### src/rtl/alu_sequencer.sv
// ---------------------------------------------------------------------------
// alu_sequencer
//   Three-state (IDLE / EXEC / DONE) sequencer in front of an external
//   combinational ALU. It latches one instruction, presents the operands from
//   a 4 x 8-bit register file for one cycle, writes the ALU result back into
//   R[rd], updates the status flags and pulses done.
//
//   Instruction word: [15:13] op, [12:11] rd, [10:9] rs, [8] use_imm, [7:0] imm
//   Ops 000-101 write back; ops 110/111 write nothing and keep the flags.
//
// Ports
//   clk, rst_n                  clock, asynchronous active-low reset
//   instr_valid, instr          instruction handshake (accepted in IDLE only)
//   instr_ready                 high in IDLE while out of reset
//   alu_a, alu_b, alu_op        ALU operands/opcode, non-zero only in EXEC
//   alu_result, alu_zero,
//   alu_overflow, alu_carry     combinational ALU result and flags
//   zf, cf, vf                  registered status flags
//   done                        one-cycle completion pulse (DONE state)
//   dbg_addr, dbg_data          combinational register-file read port
//
// Build option
//   STICKY_OVF_EN  when defined, vf accumulates overflow of add/sub and is
//                  cleared only by reset.
// ---------------------------------------------------------------------------
module alu_sequencer (
   input  logic        clk,
   input  logic        rst_n,
   input  logic        instr_valid,
   input  logic [15:0] instr,
   output logic        instr_ready,
   output logic [7:0]  alu_a,
   output logic [7:0]  alu_b,
   output logic [2:0]  alu_op,
   input  logic [7:0]  alu_result,
   input  logic        alu_zero,
   input  logic        alu_overflow,
   input  logic        alu_carry,
   output logic        zf,
   output logic        cf,
   output logic        vf,
   output logic        done,
   input  logic [1:0]  dbg_addr,
   output logic [7:0]  dbg_data
);

   localparam int DATA_W = 8;

   typedef enum logic [1:0] {S_IDLE, S_EXEC, S_DONE} state_t;

   state_t            state_r;
   state_t            state_nxt;
   logic [15:0]       instr_p1;
   logic [DATA_W-1:0] rf [4];

   logic [2:0] op_p1;
   logic [1:0] rd_p1;
   logic [1:0] rs_p1;
   logic       use_imm_p1;
   logic [7:0] imm_p1;
   logic       vld_p1;
   logic       wr_en;
   logic       arith;

   assign op_p1      = instr_p1[15:13];
   assign rd_p1      = instr_p1[12:11];
   assign rs_p1      = instr_p1[10:9];
   assign use_imm_p1 = instr_p1[8];
   assign imm_p1     = instr_p1[7:0];

   assign vld_p1 = (state_r == S_EXEC);
   assign wr_en  = vld_p1 && (op_p1 < 3'b110);
   assign arith  = (op_p1 == 3'b000) || (op_p1 == 3'b001);

   assign dbg_data = rf[dbg_addr];

   // State register
   always_ff @(posedge clk or negedge rst_n) begin
      if (!rst_n) state_r <= S_IDLE;
      else        state_r <= state_nxt;
   end

   // Next-state logic
   always_comb begin
      state_nxt = state_r;
      case (state_r)
         S_IDLE:  if (instr_valid) state_nxt = S_EXEC;
         S_EXEC:  state_nxt = S_DONE;
         S_DONE:  state_nxt = S_IDLE;
         default: state_nxt = S_IDLE;
      endcase
   end

   // Outputs; instr_ready is gated by rst_n so it stays low while in reset
   always_comb begin
      instr_ready = rst_n && (state_r == S_IDLE);
      done        = (state_r == S_DONE);
      alu_a       = '0;
      alu_b       = '0;
      alu_op      = '0;
      if (vld_p1) begin
         alu_a  = rf[rd_p1];
         alu_b  = use_imm_p1 ? imm_p1 : rf[rs_p1];
         alu_op = op_p1;
      end
   end

   // Stage p0 -> p1: instruction capture (data only, no reset needed)
   always_ff @(posedge clk) begin
      if (state_r == S_IDLE && instr_valid) instr_p1 <= instr;
   end

   // Stage p1 -> writeback: register file and flags
   always_ff @(posedge clk or negedge rst_n) begin
      if (!rst_n) begin
         for (int i = 0; i < 4; i++) rf[i] <= '0;
         zf <= 1'b0;
         cf <= 1'b0;
         vf <= 1'b0;
      end else if (wr_en) begin
         rf[rd_p1] <= alu_result;
         zf        <= alu_zero;
         cf        <= arith ? alu_carry : 1'b0;
`ifdef STICKY_OVF_EN
         if (arith) vf <= vf | alu_overflow;
`else
         vf        <= arith ? alu_overflow : 1'b0;
`endif
      end
   end

endmodule
### config.mk
export PLATFORM = sky130hd
export DESIGN_NAME = alu_sequencer
export DESIGN_NICKNAME = d
export VERILOG_FILES = /design/src/rtl/alu_sequencer.sv
export SDC_FILE = /design/constraint.sdc
export NUM_CORES = 1
export LEC_CHECK = 0
export ABC_AREA = 0
export BUFFER_PORTS_ARGS = -buffer_cell sky130_fd_sc_hd__buf_2
export CORE_AREA = 2 2 74 76
export DETAILED_ROUTE_END_ITERATION = 8
export DIE_AREA = 0 0 76 78
export HOLD_SLACK_MARGIN = 0.03
export PLACE_DENSITY = 0.82
export SETUP_SLACK_MARGIN = 0.4
export SLEW_MARGIN = 20
export SYNTH_ARGS = -nofsm -noshare
export SYNTH_HDL_FRONTEND = slang
export SYNTH_SLANG_ARGS = --single-unit
export TNS_END_PERCENT = 50
### constraint.sdc
create_clock -name clk -period 4.35 [get_ports clk]
set_input_delay 0.2175 -clock clk [delete_from_list [all_inputs] [get_ports clk]]
set_output_delay 0.2175 -clock clk [all_outputs]
set_load 0.01 [all_outputs]
## Word level (Yosys, flattened, before mapping)

Cells that the tools add are included.

| word-level totals | value |
|---|---|
| output and inout port bits | 32 |
| word-level logic and storage cells | 48 |
| input bits | 32 |
| memories | 0 |
| flip-flop bits (word level) | 53 |
| ROM bits | 0 |
| latch bits | 0 |
| RAM bits | 0 |

| operators by class | value |
|---|---|
| $mul | 0 |
| mux-type cells | 20 |
| equal/unequal tests | 4 |
| bitwise logic cells | 3 |
| order comparisons | 5 |
| reductions and logical operators | 7 |
| add/subtract/negate cells | 0 |
| shift operators | 0 |
| divide/modulo/power cells | 0 |

Operators by type and width:

| kind | number |
|---|---|
| 8-bit 2-to-1 mux | 10 |
| 8-bit binary-select mux with 2-bit select | 3 |
| 32-bit bitwise mux | 1 |
| 8-bit demux with 2-bit select | 1 |
| 3-bit >= comparator, second input constant | 3 |
| 2-bit NOT with 3-bit output | 3 |
| 1-bit logical AND | 4 |
| 2-bit case mux with 2 select lines | 1 |
| 3-bit by 1-bit equality test with 1-bit output, second input constant | 1 |
| 3-bit zero test | 1 |
| 3-bit by 1-bit less-than comparator with 1-bit output, second input constant | 1 |
| 3-bit less-than comparator, second input constant | 1 |
| 3-bit 2-to-1 mux | 1 |
| 2-bit by 1-bit equality test with 1-bit output, second input constant | 1 |
| 2-bit equality test, second input constant | 1 |
| 2-bit zero test | 1 |
| 1-bit 2-to-1 mux | 2 |
| 2-bit 2-to-1 mux | 1 |
| 2-bit inequality test, second input constant | 1 |
| 1-bit logical OR | 1 |

## Depth between registers and ports, before layout

| depth | value |
|---|---|
| depth after elaboration | 6 |
| mapped depth | 6 |
| depth with buffers taken out | 4 |

## Least setup slack after synthesis

No wires, ideal clock.

| timing | value |
|---|---|
| path type | flip-flop to flip-flop |
| from | register state_r[0] |
| to | register instr_p1[0], enable pin |
| buffers on the path | 0 |
| clock period less this slack | 2.083 ns |
| path slack | 2.267 ns |
| data required time | 3.937 ns |
| setup time | 0.413 ns |
| data arrival time | 1.670 ns |
| stages on the path, launching flop included | 2 |
| cells stage by stage | dfrtp_1 nor3b_1 |

| on the way | value |
|---|---|
| word-level cells in the longest chain between the ends | 2 |

RTL lines:

| item | line | text |
|---|---|---|
| start, declared | 51 | `state_t state_r;` |
| start signal, assigned | 80 | `else state_r <= state_nxt;` |
| 2-bit zero test | 110 | `if (state_r == S_IDLE && instr_valid) instr_p1 <= instr;` |
| 1-bit logical AND | 110 |  |
| end signal, assigned | 110 |  |
| end, declared | 53 | `logic [15:0] instr_p1;` |

No other way between the ends.
A chain may end at the register's enable or synchronous reset.

## Worst setup path after layout

| timing | value |
|---|---|
| from | register instr_p1[11] |
| to | output alu_a[1] |

| on the way | value |
|---|---|
| word-level cells in the longest chain between the ends | 5 |

RTL lines:

| item | line | text |
|---|---|---|
| 2-bit NOT with 3-bit output (implied by the code) | 102 | `alu_a = rf[rd_p1];` |
| 8-bit binary-select mux with 2-bit select | 102 |  |
| 8-bit 2-to-1 mux (implied by the code) (2 in a row) | 102 |  |
| 8-bit 2-to-1 mux | 101 | `if (vld_p1) begin` |
| end, declared | 32 | `output logic [7:0] alu_a,` |

No other way between the ends. The select of a mux whose other input is x is not followed.

==> flow_summary.html <==
<table>
<tr><th>Metric</th><th>Value</th></tr>
<tr><th colspan="2">Detailed routing</th></tr>
<tr><td>DR vias/cell</td><td>~5.6</td></tr>
<tr><td>Number of DRC violations after detailed routing</td><td>0</td></tr>
<tr><td>Total detailed-routing wirelength</td><td>5434 um</td></tr>
<tr><td>DRT Pass-1 Iters</td><td>4</td></tr>
<tr><td>Post-DR wirelength/cell</td><td>18.30 um</td></tr>
<tr><td>Antenna Violating Nets Remaining</td><td>0</td></tr>
<tr><td>Count of routing violations after the opening detailed-route iteration</td><td>between 100 and 150</td></tr>
<tr><td>Via total after detailed routing</td><td>1677</td></tr>
<tr><th colspan="2">Setup path</th></tr>
<tr><td>Nature of the critical path startpoint</td><td>flop</td></tr>
<tr><td>Ordered cell list for the critical path</td><td>mux4_2, and2_1, buf_2</td></tr>
<tr><td>CP peak stage delay</td><td>around 800 ps</td></tr>
<tr><td>WP depth</td><td>3</td></tr>
<tr><td>Critical R2R Launch</td><td>state_r[1]$_DFFE_PN0P_</td></tr>
<tr><td>Endpoint of the most critical register-to-register path</td><td>rf[1]$_DFFE_PN0P_</td></tr>
<tr><td>Crit Path Category</td><td>reg -&gt; out</td></tr>
<tr><td>Cell count of the worst reg-to-reg path</td><td>4</td></tr>
<tr><td>Buf+Inv Stages, Crit Path</td><td>1</td></tr>
<tr><td>Worst setup EP type</td><td>output port</td></tr>
<tr><td>Master of the slowest instance on the critical path</td><td>sky130_fd_sc_hd__edfxtp_1</td></tr>
<tr><td>Max Fanout on Critical Path</td><td>12</td></tr>
<tr><td>Required time worst endpoint</td><td>4130 ps</td></tr>
<tr><td>Worst path top cell family by delay</td><td>flip-flops</td></tr>
<tr><td>Internal reg-to-reg setup slack</td><td>around 2400 ps</td></tr>
<tr><td>Worst EP arrival</td><td>1990 ps</td></tr>
<tr><th colspan="2">Cells and area</th></tr>
<tr><td>Net count, final</td><td>around 260</td></tr>
<tr><td>Area growth from synthesis to final layout</td><td>16.90%</td></tr>
<tr><td>Antenna diode instance count</td><td>0</td></tr>
<tr><td>End-of-flow core utilization</td><td>0.6333</td></tr>
<tr><td>Non-filler instance count after layout</td><td>297</td></tr>
<tr><td>Proportion of layout cells with a drive suffix above 1</td><td>0.5947</td></tr>
<tr><td>Fill cell instance count of the final layout</td><td>approximately 370</td></tr>
<tr><th colspan="2">Worst hold path</th></tr>
<tr><td>Origin of the worst min-delay path</td><td>instr[9]</td></tr>
<tr><td>Hold worst-path end</td><td>instr_p1[9]$_DFFE_PP_</td></tr>
<tr><td>Min-delay worst type</td><td>in -&gt; reg</td></tr>
<tr><td>Hold Path Depth</td><td>1</td></tr>
<tr><th colspan="2">Power and ir drop</th></tr>
<tr><td>Total Power</td><td>roughly 1.6 mW</td></tr>
<tr><td>Peak supply drop</td><td>about 0.00031 V</td></tr>
<tr><td>Power per unit of standard cell area</td><td>516.3 nW/um2</td></tr>
<tr><td>Pleak</td><td>between 1 and 1.5 nW</td></tr>
<tr><th colspan="2">Floorplanning</th></tr>
<tr><td>Number of rows created at floorplan</td><td>26</td></tr>
<tr><td>Floorplan die height</td><td>~78 um</td></tr>
<tr><td>Chip width</td><td>roughly 76 um</td></tr>
<tr><td>Die Footprint</td><td>around 6000 um2</td></tr>
<tr><td>Standard cell core area</td><td>5042 um2</td></tr>
<tr><td>Top Ports</td><td>64</td></tr>
<tr><td>Initial Util</td><td>0.5417</td></tr>
<tr><th colspan="2">Global routing</th></tr>
<tr><td>GRT Overall Usage</td><td>0.2022</td></tr>
<tr><td>First-pass GRT wire length</td><td>between 9000 and 10000 um</td></tr>
<tr><td>Overflow after GRT</td><td>0</td></tr>
<tr><td>Initial antenna violation count</td><td>0</td></tr>
<tr><td>Pin count of the biggest net entering global routing</td><td>39</td></tr>
<tr><td>Via count of the first global-routing pass</td><td>between 1500 and 2000</td></tr>
<tr><th colspan="2">CTS</th></tr>
<tr><td>H-tree levels</td><td>2</td></tr>
<tr><td>Clk pin slew, worst setup/hold paths</td><td>about 100 ps</td></tr>
<tr><td>Max Root-Sink Buffers</td><td>2</td></tr>
<tr><td>Total CTS buffers</td><td>5</td></tr>
<tr><td>Clock insertion delay at the later pin of the skew report</td><td>310 ps</td></tr>
<tr><td>Clk Tree Root Cell</td><td>sky130_fd_sc_hd__clkbuf_8</td></tr>
<tr><td>Number of clock sinks seen by CTS</td><td>53</td></tr>
<tr><td>Cts repair resizes</td><td>0</td></tr>
<tr><td>CTS tree</td><td>yes</td></tr>
<tr><th colspan="2">STA</th></tr>
<tr><td>Minimum clock period after layout</td><td>2210 ps</td></tr>
<tr><td>Crit share post-route</td><td>0.5081</td></tr>
<tr><td>Total negative slack for setup checks</td><td>0 ps</td></tr>
<tr><td>Final hold violation count</td><td>0</td></tr>
<tr><td>Actual slew at the worst max-slew pin</td><td>approximately 700 ps</td></tr>
<tr><td>Max-slew violation count</td><td>0</td></tr>
<tr><td>Slew Limit Headroom</td><td>0.5417</td></tr>
<tr><td>Highest Clock Rate</td><td>roughly 0.45 GHz</td></tr>
<tr><td>Final setup violation count</td><td>0</td></tr>
<tr><td>RSZ-0062 raised after global routing</td><td>false</td></tr>
<tr><td>Worst clock skew</td><td>approximately 11 ps</td></tr>
<tr><th colspan="2">Placement</th></tr>
<tr><td>Cells after DPL</td><td>around 290</td></tr>
<tr><td>Placer Congestion</td><td>~0.75</td></tr>
<tr><td>Half-perimeter wire length after placement</td><td>approximately 3800 um</td></tr>
<tr><td>Count of buffers inserted at the top-level ports</td><td>63</td></tr>
<tr><th colspan="2">Yosys</th></tr>
<tr><td>Register bit total from synthesis</td><td>53</td></tr>
<tr><td>Netlist cell types</td><td>22</td></tr>
<tr><td>Number of standard cells after synthesis</td><td>roughly 160</td></tr>
<tr><td>Sequential fraction of the synthesis area</td><td>0.5149</td></tr>
<tr><td>Synth Area per Inst</td><td>around 17 um2</td></tr>
<tr><td>Synth Net Count</td><td>a little under 200</td></tr>
<tr><td>Area share of the largest cell type after synthesis</td><td>0.3390</td></tr>
<tr><td>Top cell type by total area after synthesis</td><td>sky130_fd_sc_hd__dfrtp_1</td></tr>
<tr><td>Mapped cell area</td><td>2731 um2</td></tr>
<tr><td>Most area-consuming cells after synthesis</td><td>sky130_fd_sc_hd__dfrtp_1 34%, sky130_fd_sc_hd__mux4_2 20%, sky130_fd_sc_hd__edfxtp_1 18%, sky130_fd_sc_hd__mux2_2 10%, sky130_fd_sc_hd__mux2_4 4.4%</td></tr>
<tr><td>Warning count from the yosys run</td><td>0</td></tr>
<tr><th colspan="2">Outcome</th></tr>
<tr><td>Result of the run</td><td>finished clean</td></tr>
<tr><th colspan="2">Run</th></tr>
<tr><td>Max cap viols</td><td>0</td></tr>
</table>
==> cell usage in the layout, fill, tap and decap left out, drive strengths merged <==
cell,synthesis,final
and4,1,1
mux4,24,24
clkinv,0,1
inv,1,2
nand2,2,2
nand2b,1,1
nor3,1,1
nand4b,2,2
dlygate4sd3,0,1
a22o,2,2
nand3,1,1
nor3b,3,3
and2,11,11
buf,8,65
mux2,33,33
mux2i,8,8
nor2,9,9
clkbuf,2,6
nor2b,1,1
edfxtp,16,16
dfrtp,37,37
==> stage by stage <==
step                setup slack [ps]  hold slack (ps)  area (um2)
global route                    1982            68.61        3193
global placement                2454            288.6        3097
floorplan                       2267           -78.09        2731
detailed placement              2428            295.1        3097
finish                          2140            76.98        3193
CTS                             2084            73.95        3193
==> registers in the layout, indices dropped and copies added, names as in the netlist <==
signal / cells
instr_p1: 16
vf: 1
cf: 1
state_r: 2
zf: 1
rf: 32
==> logic make-up after synthesis <==
logic type,Yosys count,synth area share
DFF,53,0.5149
buffers and inverters,11,0.02428
AOI/OAI and AO/OA,2,0.006414
muxes,65,0.3743
and+or+nand+nor,32,0.08017
==> worst max path at each step <==
stage / startpoint / end / slack [ps]
floorplan: state_r[0]$_DFFE_PN0P_ / instr_p1[0]$_DFFE_PP_ / 2270
global route: instr_p1[11]$_DFFE_PP_ / alu_a[7] / 1980
detailed placement: instr_p1[11]$_DFFE_PP_ / alu_a[1] / 2430
finish: instr_p1[11]$_DFFE_PP_ / alu_a[1] / 2140
CTS: instr_p1[11]$_DFFE_PP_ / alu_a[1] / 2080
global placement: state_r[1]$_DFFE_PN0P_ / rf[3]$_DFFE_PN0P_ / 2450
==> per-layer routing <==
layer	part of all wire	up-vias	track usage
li1	-	759	-
met1	0.44	858	0.2925
met2	0.49	58	0.3089
met3	0.067	2	0.05930
met4	0.0046	0	0.04364
met5	0	-	0
==> repair_timing <==
action,CTS,global route
hold buffers,1,0
endpoints found under the hold margin,37,0
setup buffers,0,0
==> cell type report <==
cell class                      count  area (um2)  share of cell area
Timing Repair Buffer               66       340.3              0.1066
Clock buffer                        6       72.57             0.02273
Inverter                            1       8.758            0.002743
Sequential cell                    53        1406              0.4404
Clock inverter                      2       13.76            0.004310
Tap cell                           70       87.58             0.02743
Multi-Input combinational cell     99        1264              0.3958
==> power by group <==
group          switching [mW]  leakage, nW  internal, mW
clock                   0.162       0.0456         0.115
combinational           0.189        0.759         0.364
sequential              0.149        0.591         0.669
total                   0.500         1.40          1.15
==> cells in the mapped netlist, drive strengths merged <==
library cell  instances
a22o                  2
nor3b                 3
nand3                 1
nor2b                 1
nand4b                2
mux2i                 8
buf                   8
mux4                 24
and2                 11
dfrtp                37
nor3                  1
inv                   1
and4                  1
nor2                  9
nand2                 2
mux2                 33
nand2b                1
clkbuf                2
edfxtp               16
No activity file was read; power rests on OpenSTA's default activity.
